$ cat config.mk
export PLATFORM = sky130hd
export DESIGN_NAME = uart_rx_fifo
export DESIGN_NICKNAME = d
export VERILOG_FILES = /design/src/rtl/uart_rx_fifo.sv
export SDC_FILE = /design/constraint.sdc
export NUM_CORES = 1
export LEC_CHECK = 0
export ABC_AREA = 1
export CELL_PAD_IN_SITES_DETAIL_PLACEMENT = 0
export CELL_PAD_IN_SITES_GLOBAL_PLACEMENT = 1
export CORE_ASPECT_RATIO = 1.1
export CORE_MARGIN = 5
export CORE_UTILIZATION = 35
export DETAILED_ROUTE_END_ITERATION = 8
export PLACE_DENSITY_LB_ADDON = 0.15
export SYNTH_ARGS = -nofsm -noshare
export SYNTH_HDL_FRONTEND = slang
export SYNTH_SLANG_ARGS = --single-unit
export TNS_END_PERCENT = 30
$ cat constraint.sdc
create_clock -name clk_i -period 3.4 [get_ports clk_i]
set_input_delay 0.51 -clock clk_i [delete_from_list [all_inputs] [get_ports clk_i]]
set_output_delay 0.51 -clock clk_i [all_outputs]
set_load 0.01 [all_outputs]
$ cat src/rtl/uart_rx_fifo.sv
// UART receiver with runtime-configurable framing and a show-ahead RX FIFO.
// Framing, parity and overflow errors are reported through sticky flags.
module uart_rx_fifo #(
  parameter int unsigned DATA_W      = 8,
  parameter int unsigned FIFO_DEPTH  = 16,
  parameter int unsigned SYNC_STAGES = 2
) (
  input  logic                              clk_i,
  input  logic                              rst_i,
  input  logic                              rx_i,
  input  logic [31:0]                       cfg_divider_i,
  input  logic [1:0]                        cfg_stop_i,
  input  logic [1:0]                        cfg_parity_i,
  input  logic                              rd_req_i,
  output logic [DATA_W-1:0]                 rd_data_o,
  output logic                              rd_valid_o,
  output logic [$clog2(FIFO_DEPTH):0]       fifo_count_o,
  output logic                              busy_o,
  output logic                              frame_err_o,
  output logic                              parity_err_o,
  output logic                              overflow_o,
  input  logic                              err_clr_i
);

  localparam int unsigned AW = $clog2(FIFO_DEPTH);
  localparam int unsigned CW = AW + 1;
  localparam int unsigned BW = $clog2(DATA_W);
  localparam int unsigned DW = 32;

  typedef enum logic [2:0] {
    S_IDLE,
    S_START,
    S_DATA,
    S_PARITY,
    S_STOP,
    S_BREAK
  } state_t;

  state_t state_q, state_d;

  logic [SYNC_STAGES-1:0] sync_q;
  logic                   rx_s;
  logic                   rx_prev_q;

  logic [DW-1:0]     div_q;
  logic [DW-1:0]     cnt_q;
  logic              stop2_q;
  logic              par_en_q;
  logic              par_odd_q;
  logic [BW-1:0]     bit_idx_q;
  logic              stop_idx_q;
  logic              stop_bad_q;
  logic              par_bad_q;
  logic [DATA_W-1:0] shreg_q;
  logic              push_q;

  logic              mid_bit;
  logic              start_det;
  logic              shift_en;
  logic              par_smp;
  logic              stop_smp;
  logic              commit;
  logic              frame_evt;
  logic              parity_evt;
  logic              par_exp;
  logic [DW-1:0]     div_eff;

  logic [DATA_W-1:0] mem [FIFO_DEPTH];
  logic [AW-1:0]     wr_ptr_q;
  logic [AW-1:0]     rd_ptr_q;
  logic [AW-1:0]     rd_ptr_d;
  logic [CW-1:0]     count_d;
  logic              pop;
  logic              full;
  logic              wr_en;
  logic              ovf_evt;
  logic [DATA_W-1:0] head_d;

  // rx_i synchroniser; idles high so a reset never fakes a start edge
  always_ff @(posedge clk_i) begin
    if (rst_i) begin
      sync_q    <= '1;
      rx_prev_q <= 1'b1;
    end else begin
      sync_q    <= {sync_q[SYNC_STAGES-2:0], rx_i};
      rx_prev_q <= rx_s;
    end
  end

  assign rx_s    = sync_q[SYNC_STAGES-1];
  assign div_eff = (cfg_divider_i < DW'(2)) ? DW'(2) : cfg_divider_i;
  assign mid_bit = (cnt_q == (div_q >> 1));
  assign par_exp = (^shreg_q) ^ par_odd_q;

  always_ff @(posedge clk_i) begin
    if (rst_i) state_q <= S_IDLE;
    else       state_q <= state_d;
  end

  // Next state and per-cycle sample strobes
  always_comb begin
    state_d    = state_q;
    start_det  = 1'b0;
    shift_en   = 1'b0;
    par_smp    = 1'b0;
    stop_smp   = 1'b0;
    commit     = 1'b0;
    frame_evt  = 1'b0;
    parity_evt = 1'b0;
    case (state_q)
      S_IDLE: begin
        if (rx_prev_q && !rx_s) begin
          start_det = 1'b1;
          state_d   = S_START;
        end
      end
      S_START: begin
        if (mid_bit) state_d = rx_s ? S_IDLE : S_DATA;
      end
      S_DATA: begin
        if (mid_bit) begin
          shift_en = 1'b1;
          if (bit_idx_q == BW'(DATA_W - 1)) state_d = par_en_q ? S_PARITY : S_STOP;
        end
      end
      S_PARITY: begin
        if (mid_bit) begin
          par_smp    = 1'b1;
          parity_evt = (rx_s != par_exp);
          state_d    = S_STOP;
        end
      end
      S_STOP: begin
        if (mid_bit) begin
          stop_smp = 1'b1;
          if (!stop2_q || stop_idx_q) begin
            if (stop_bad_q || !rx_s) begin
              frame_evt = 1'b1;
              state_d   = S_BREAK;
            end else begin
              commit  = !par_bad_q;
              state_d = S_IDLE;
            end
          end
        end
      end
      S_BREAK: begin
        if (rx_s) state_d = S_IDLE;
      end
      default: state_d = S_IDLE;
    endcase
  end

  // Frame datapath: latched config, bit timer, shifter and error tracking
  always_ff @(posedge clk_i) begin
    if (rst_i) begin
      div_q      <= DW'(2);
      cnt_q      <= '0;
      stop2_q    <= 1'b0;
      par_en_q   <= 1'b0;
      par_odd_q  <= 1'b0;
      bit_idx_q  <= '0;
      stop_idx_q <= 1'b0;
      stop_bad_q <= 1'b0;
      par_bad_q  <= 1'b0;
      shreg_q    <= '0;
      push_q     <= 1'b0;
    end else begin
      push_q <= commit;
      if (start_det) begin
        div_q      <= div_eff;
        stop2_q    <= (cfg_stop_i == 2'b01);
        par_en_q   <= (cfg_parity_i == 2'b01) || (cfg_parity_i == 2'b10);
        par_odd_q  <= (cfg_parity_i == 2'b10);
        cnt_q      <= '0;
        bit_idx_q  <= '0;
        stop_idx_q <= 1'b0;
        stop_bad_q <= 1'b0;
        par_bad_q  <= 1'b0;
      end else if (state_q != S_IDLE && state_q != S_BREAK) begin
        cnt_q <= (cnt_q == div_q - DW'(1)) ? '0 : cnt_q + DW'(1);
      end
      if (shift_en) begin
        shreg_q   <= {rx_s, shreg_q[DATA_W-1:1]};
        bit_idx_q <= bit_idx_q + BW'(1);
      end
      if (par_smp)  par_bad_q <= parity_evt;
      if (stop_smp) begin
        stop_idx_q <= 1'b1;
        stop_bad_q <= stop_bad_q | !rx_s;
      end
    end
  end

  // Registered status: busy mirrors the next state so it tracks state_q exactly
  always_ff @(posedge clk_i) begin
    if (rst_i) begin
      busy_o       <= 1'b0;
      frame_err_o  <= 1'b0;
      parity_err_o <= 1'b0;
      overflow_o   <= 1'b0;
    end else begin
      busy_o       <= (state_d != S_IDLE);
      frame_err_o  <= frame_evt  | (frame_err_o  & ~err_clr_i);
      parity_err_o <= parity_evt | (parity_err_o & ~err_clr_i);
      overflow_o   <= ovf_evt    | (overflow_o   & ~err_clr_i);
    end
  end

  // FIFO control; a pop frees the slot so a push into a full FIFO still lands
  assign pop      = rd_req_i && rd_valid_o;
  assign full     = (fifo_count_o == CW'(FIFO_DEPTH));
  assign wr_en    = push_q && (!full || pop);
  assign ovf_evt  = push_q && full && !pop;
  assign rd_ptr_d = pop ? rd_ptr_q + AW'(1) : rd_ptr_q;
  assign count_d  = fifo_count_o + CW'(wr_en) - CW'(pop);
  assign head_d   = (wr_en && (wr_ptr_q == rd_ptr_d)) ? shreg_q : mem[rd_ptr_d];

  always_ff @(posedge clk_i) begin
    if (wr_en) mem[wr_ptr_q] <= shreg_q;
  end

  always_ff @(posedge clk_i) begin
    if (rst_i) begin
      wr_ptr_q     <= '0;
      rd_ptr_q     <= '0;
      fifo_count_o <= '0;
      rd_valid_o   <= 1'b0;
      rd_data_o    <= '0;
    end else begin
      if (wr_en) wr_ptr_q <= wr_ptr_q + AW'(1);
      rd_ptr_q     <= rd_ptr_d;
      fifo_count_o <= count_d;
      rd_valid_o   <= (count_d != '0);
      rd_data_o    <= (count_d != '0) ? head_d : '0;
    end
  end

endmodule

# Word-level counts from Yosys, hierarchy flattened
# Memory sizes are Yosys's and may differ from the RTL's. A register that Yosys moved wholly into a read port is not among the register bits.
# Index checks and enable logic that the tools add are counted.
word_totals:
  ram_bits: 128
  word_cells: 119
  mem_count: 1
  register_bits: 106
  input_bits: 41
mem_list:
  columns: ["name", "words", "width", "rd", "rd_ports_with_merged_regs", "wr", "line", "text"]
  rows:
  - ["mem", 16, 8, 1, 1, 1, "68", "logic [DATA_W-1:0] mem [FIFO_DEPTH];"]
classes:
  n_mux: 35
  bitwise_logic: 13
  reduce_logical: 26
  addsub: 7
  n_lt_le_gt_ge: 1
  n_eq_ne: 14
ops:
  columns: ["cell", "n"]
  rows:
  - ["two-way mux 32 bit", 2]
  - ["two-way mux 3 bit", 12]
  - ["adder 32 x 1 -> 32 bit (second input constant)", 1]
  - ["== test 32 x 31 -> 1 bit", 1]
  - ["== test 32 bit", 1]
  - ["less-than comparator 32 x 2 -> 1 bit (second input constant)", 1]
  - ["subtractor 32 x 1 -> 32 bit (second input constant)", 1]
  - ["two-way mux 1 bit", 18]
  - ["case mux 3 bit (6 select lines)", 1]
  - ["== test 3 bit (second input constant)", 3]
  - ["adder 4 x 1 -> 4 bit (second input constant)", 2]
  - ["parity 8 bit", 1]
  - ["== test 3 x 2 -> 1 bit (second input constant)", 2]
  - ["logical AND 1 bit", 6]
  - ["nonzero test 2 bit", 3]
  - ["nonzero test 3 bit", 2]
  - ["adder 5 x 1 -> 5 bit", 1]
  - ["== test 5 bit (second input constant)", 1]
  - ["logical NOT 1 bit", 5]
  - ["inverter 1 bit", 5]
  - ["nonzero test 5 bit", 1]
  - ["OR reduction 5 bit", 1]
  - ["subtractor 5 x 1 -> 5 bit", 1]
  - ["== test 2 x 1 -> 1 bit (second input constant)", 2]
  - ["13 further kinds", 22]

# Depth between registers and ports, before layout
depth:
  word_depth: 9
  ltp_mapped: 17
  ltp_nobuf: 17

# Worst setup path after synthesis
# Ideal clock, no wire load.
synth_path:
  kind: "flip-flop to flip-flop"
  from: "register fifo_count_o[2]"
  to: "register rd_data_o[0] (read register of mem)"
  setup_time_ns: 0.070
  path_buffers: 0
  arrival_ns: 2.682
  t_required_ns: 3.330
  setup_slack_ns: 0.648
  stages_incl_launch_ff: 18
  period_less_slack_ns: 2.752
  cell_sequence: "dfxtp_1 > inv_1 > ha_1 > nand2_1 > nor3_1 > nand2_1 > nand2_1 > ha_1 > inv_1 > ha_1 > fa_1 > nand2_1 > nand2_1 > a21oi_1 > xor2_1 > a31oi_1 > o21ai_0 > a21oi_1"
synth_via:
  elab_chain_len: 9
synth_rtl:
  columns: ["item", "line", "text"]
  rows:
  - ["start, declared", "17", "output logic [$clog2(FIFO_DEPTH):0] fifo_count_o,"]
  - ["start signal, assigned", "233", "fifo_count_o <= count_d;"]
  - ["== test 5 bit", "212", "assign full = (fifo_count_o == CW'(FIFO_DEPTH));"]
  - ["logical NOT 1 bit", "213", "assign wr_en = push_q && (!full || pop);"]
  - ["logical OR 1 bit", "213", null]
  - ["logical AND 1 bit", "213", null]
  - ["adder 5 x 1 -> 5 bit (*)", "216", "assign count_d = fifo_count_o + CW'(wr_en) - CW'(pop);"]
  - ["subtractor 5 x 1 -> 5 bit (*)", "216", null]
  - ["nonzero test 5 bit (*)", "235", "rd_data_o <= (count_d != '0) ? head_d : '0;"]
  - ["inverter 1 bit (no source line) (*)", null, null]
  - ["OR reduction 2 bit (no source line) (*)", null, null]
  - ["end, declared", "15", "output logic [DATA_W-1:0] rd_data_o,"]
# Mark *: on every way between the ends. The rest lies on a longest branch, timed or not.
# A chain may end at the register's enable or synchronous reset.

# Final worst setup path
layout_path:
  from: "register fifo_count_o[3]"
  to: "register rd_data_o[0] (read register of mem)"
# The elaborated chain is that of the path after synthesis.

==> impl_results.rst <==
.. list-table::
   :header-rows: 1

   * - Metric
     - Value
   * - Outcome
     - completed
   * - Maximum buffer depth of the clock tree
     - 3
   * - Pins Over Slew Limit
     - 0
   * - Leakage power figure
     - 5.54 nW
   * - Number of input and output port buffers inserted
     - 58
   * - Total number of yosys warnings
     - 0
   * - Net count after synthesis
     - 1467
   * - Total number of vias
     - 9241
   * - DIE HEIGHT
     - 204 um
   * - CTS Sinks
     - 242
   * - Number of global-route vias before repair
     - 9351
   * - Post CTS Setup Buffer Count
     - 0
   * - Data required time at the worst endpoint
     - 3850 ps
   * - Number of antenna violations at the first check in global routing
     - 0
   * - GR Util All Layers
     - 16.9%
   * - Die ar.
     - 0.0380 mm^2
   * - Core footprint
     - 0.0339 mm^2
   * - Nature of the critical path endpoint
     - register
   * - Number of setup violations in the final report
     - 0
   * - Maximum number of pins on one net before global-route repair
     - 48
   * - Most repeated library cell on the critical path
     - nand2_1
   * - Worst-path cell with the longest stage delay
     - fa_1
   * - Area fraction in compound gates after synthesis
     - 10.9%
   * - Post-CTS clock slew at the launch and capture registers of the worst setup and hold paths
     - 60 ps
   * - First-pass GRT wire length
     - 51000 um
   * - Starting utilization of the core area
     - 35.2%
   * - Category of the critical setup timing path
     - reg2reg
   * - Worst clock skew
     - 11.3 ps
   * - CP Buf/Inv Count
     - 2
   * - Setup WS pre-CTS
     - -184 ps
   * - Avg Cell Area, Syn
     - 8.48 um^2
   * - Synth async-reset ratio
     - 0%
   * - Vias per cell
     - 4.74
   * - Final Instance Area
     - 0.0142 mm^2
   * - Min cycle time layout
     - 3000 ps
   * - CTS root buf
     - clkbuf_16
   * - Hold Fails Final Rpt
     - 0
   * - Sequential area share after synthesis
     - 51.2%
   * - Number of optimization iterations in the first detailed-route pass
     - 4
   * - DPL Wire Length
     - 23000 um
   * - Met2 WL post-DR
     - 16300 um
   * - Startpoint kind of the worst setup timing path
     - register
   * - Number of cells on the worst hold path
     - 1
   * - Netlist area before placement
     - 0.0120 mm^2
   * - Max_cap viols
     - 0
   * - Number of diodes added for antenna fixing
     - 0
   * - Pwr per Cell Area
     - 544 mW/mm^2
   * - FF-to-FF path depth
     - 17
   * - Maximum net fanout on the critical path
     - 9
   * - Maximum ir drop on the vdd rail
     - 0.337 mV
   * - Number of buffers inserted during clock tree synthesis
     - 28
   * - Highest clock frequency the design can meet
     - 334 MHz
   * - Highest Signal Layer
     - met4
   * - GPL Wtd Cong
     - 0.805
   * - Post-route core utilization
     - 41.8%
   * - Post-route worst setup slack
     - 403 ps
   * - Post-Synth Simple-Gate Area
     - 22.6%
   * - Slew of the pin with the lowest slew margin
     - 793 ps
   * - Remaining number of nets flagged by the antenna check after routing
     - 0
   * - Arrival time reported for the critical path endpoint
     - 3450 ps
   * - Total number of cells along the worst setup path
     - 17
   * - Boundary Pins
     - 59
   * - Nets
     - 1549
   * - Slew HR
     - 47.1%
   * - Routed len/inst
     - 16.3 um
   * - Count of unresolved DRC violations after routing
     - 0
   * - Commonest cells after routing, fill and taps aside
     - nand2_1 (259), nor2_1 (215), inv_1 (152)
   * - Post-synthesis to final-layout area growth
     - 18.8%
   * - Classification of the worst-slack hold path
     - reg2reg
   * - Final total power
     - 0.00773 W
   * - Number of enable-type register cells in the synthesized netlist
     - 128
   * - Routed met1 length
     - 14200 um
   * - Maximum level of the CTS H-tree
     - 1
   * - Final period utilization
     - 88.2%
   * - Routed length on met3
     - 899 um
   * - Parity-gate share of the synthesized area counting xor and xnor cells
     - 6.80%
   * - FF+latch count, synth
     - 242
   * - Placement row count
     - 71
   * - Largest family of logic cells by synthesized area
     - simple AND/OR/NAND/NOR gates
   * - Die span in x
     - 186 um
   * - Max stage delay on crit path
     - 410 ps
   * - Commonest non-fill, non-tap cell in the layout
     - nand2_1
   * - Multiplexer share of the synthesized area
     - 0%
   * - Setup repair after global routing missed its margin
     - no
   * - Dominant register cell in the synthesized netlist
     - edfxtp_1
   * - Overall routed net length
     - 31800 um
   * - Aggregate global routing overflow
     - 0
   * - TritonCTS clock tree
     - built
   * - Placed cell area
     - 0.0132 mm^2
   * - Kind of cell adding the most delay to the critical path
     - adder cells
   * - Distinct cell type count of the synthesized netlist
     - 47
   * - First DRT Iteration DRCs
     - 406
   * - Fraction of layout instances using a drive strength above 1
     - 9.05%
   * - Worst-path cell chain
     - inv_1 -> ha_1 -> nand2_1 -> nor3_1 -> nand2_1 -> nand2_1 -> ha_1 -> inv_1 -> ha_1 -> fa_1 -> nand2_1 -> nand2_1 -> a21oi_1 -> xor2_1 -> a31oi_2 -> o21ai_0 -> a21oi_1
   * - Post-synthesis adder-cell area fraction
     - 1.84%
   * - Clock insertion delay at the later pin of the skew report
     - 540 ps
   * - Mapped Cells
     - 1409
cells in the mapped netlist (all sizes together) (7+ instances only):
cell | n | area [um^2]
nand3 | 42 | 215
nand2 | 268 | 1040
inv | 154 | 578
o21ai | 136 | 684
edfxtp | 128 | 3840
nor4 | 10 | 62.6
ha | 16 | 200
nor2 | 248 | 1040
nor3 | 25 | 130
dfxtp | 114 | 2280
nand3b | 7 | 52.6
nand4 | 19 | 125
o22ai | 15 | 93.8
xnor2 | 31 | 272
a22o | 7 | 61.3
clkbuf | 32 | 123
xor2 | 61 | 542
buf | 11 | 82.6
a21oi | 45 | 225
o211ai | 19 | 143
metal layers:
| layer | vias up | track usage, % |
|---|---|---|
| met5 | - | 0 |
| met4 | 0 | 2.89 |
| met3 | 35 | 2.33 |
| met2 | 96 | 30.4 |
| met1 | 4301 | 21.9 |
| li1 | 4809 | - |
power by group:
| part | switching, W | internal (W) | total, W |
|---|---|---|---|
| Clock | 0.00124 | 0.00196 | 0.00319 |
| Combinational | 0.000824 | 0.000512 | 0.00134 |
| Sequential | 0.0000670 | 0.00313 | 0.00320 |
cell type report:
| class | instances | area [um^2] |
|---|---|---|
| sequential | 242 | 6130 |
| clock buffer | 32 | 747 |
| inverter | 155 | 582 |
| tap | 438 | 548 |
| fill | 3499 | 19700 |
| clock inverter | 20 | 240 |
| multi-input combinational | 969 | 5060 |
| timing repair buffer | 95 | 896 |
cell families after synthesis:
group	count (synthesis)
AOI/OAI and AO/OA	234
and+or+nand+nor	626
DFF	242
xor gates and xnor gates	92
buffers and inverters	198
adders and majority gates	17
final timing paths:
check / start / endpoint / slack, ps
min: sync_q[0] / sync_q[1] / 400
max reg2reg: fifo_count_o[3] / rd_data_o[0] / 400
min reg2reg: sync_q[0] / sync_q[1] / 400
max: fifo_count_o[3] / rd_data_o[0] / 400
timing repair:
action / 4_1_cts / 5_1_grt
endpoints found under the setup margin: 0 / 8
hold buffers: 0 / 0
gates resized for setup: 0 / 1
endpoints found under the hold margin: 0 / 0
registers in the layout, summed over array words and instances, names as in the netlist, 4 cells and up:
signal        flops
shreg_q           8
fifo_count_o      5
mem             128
div_q            32
rd_ptr_q          4
wr_ptr_q          4
rd_data_o         8
cnt_q            32
stage by stage:
stage | setup TNS [ps] | hold WS [ps] | instances
5_1_grt | 0 | 413 | 1951
3_5_place_dp | -1160 | 399 | 1899
6_report | 0 | 403 | 1951
3_3_place_gp | -811 | 394 | 1899
2_1_floorplan | 0 | 389 | 1409
4_1_cts | 0 | 405 | 1951
No activity file was read; power rests on OpenSTA's default activity.
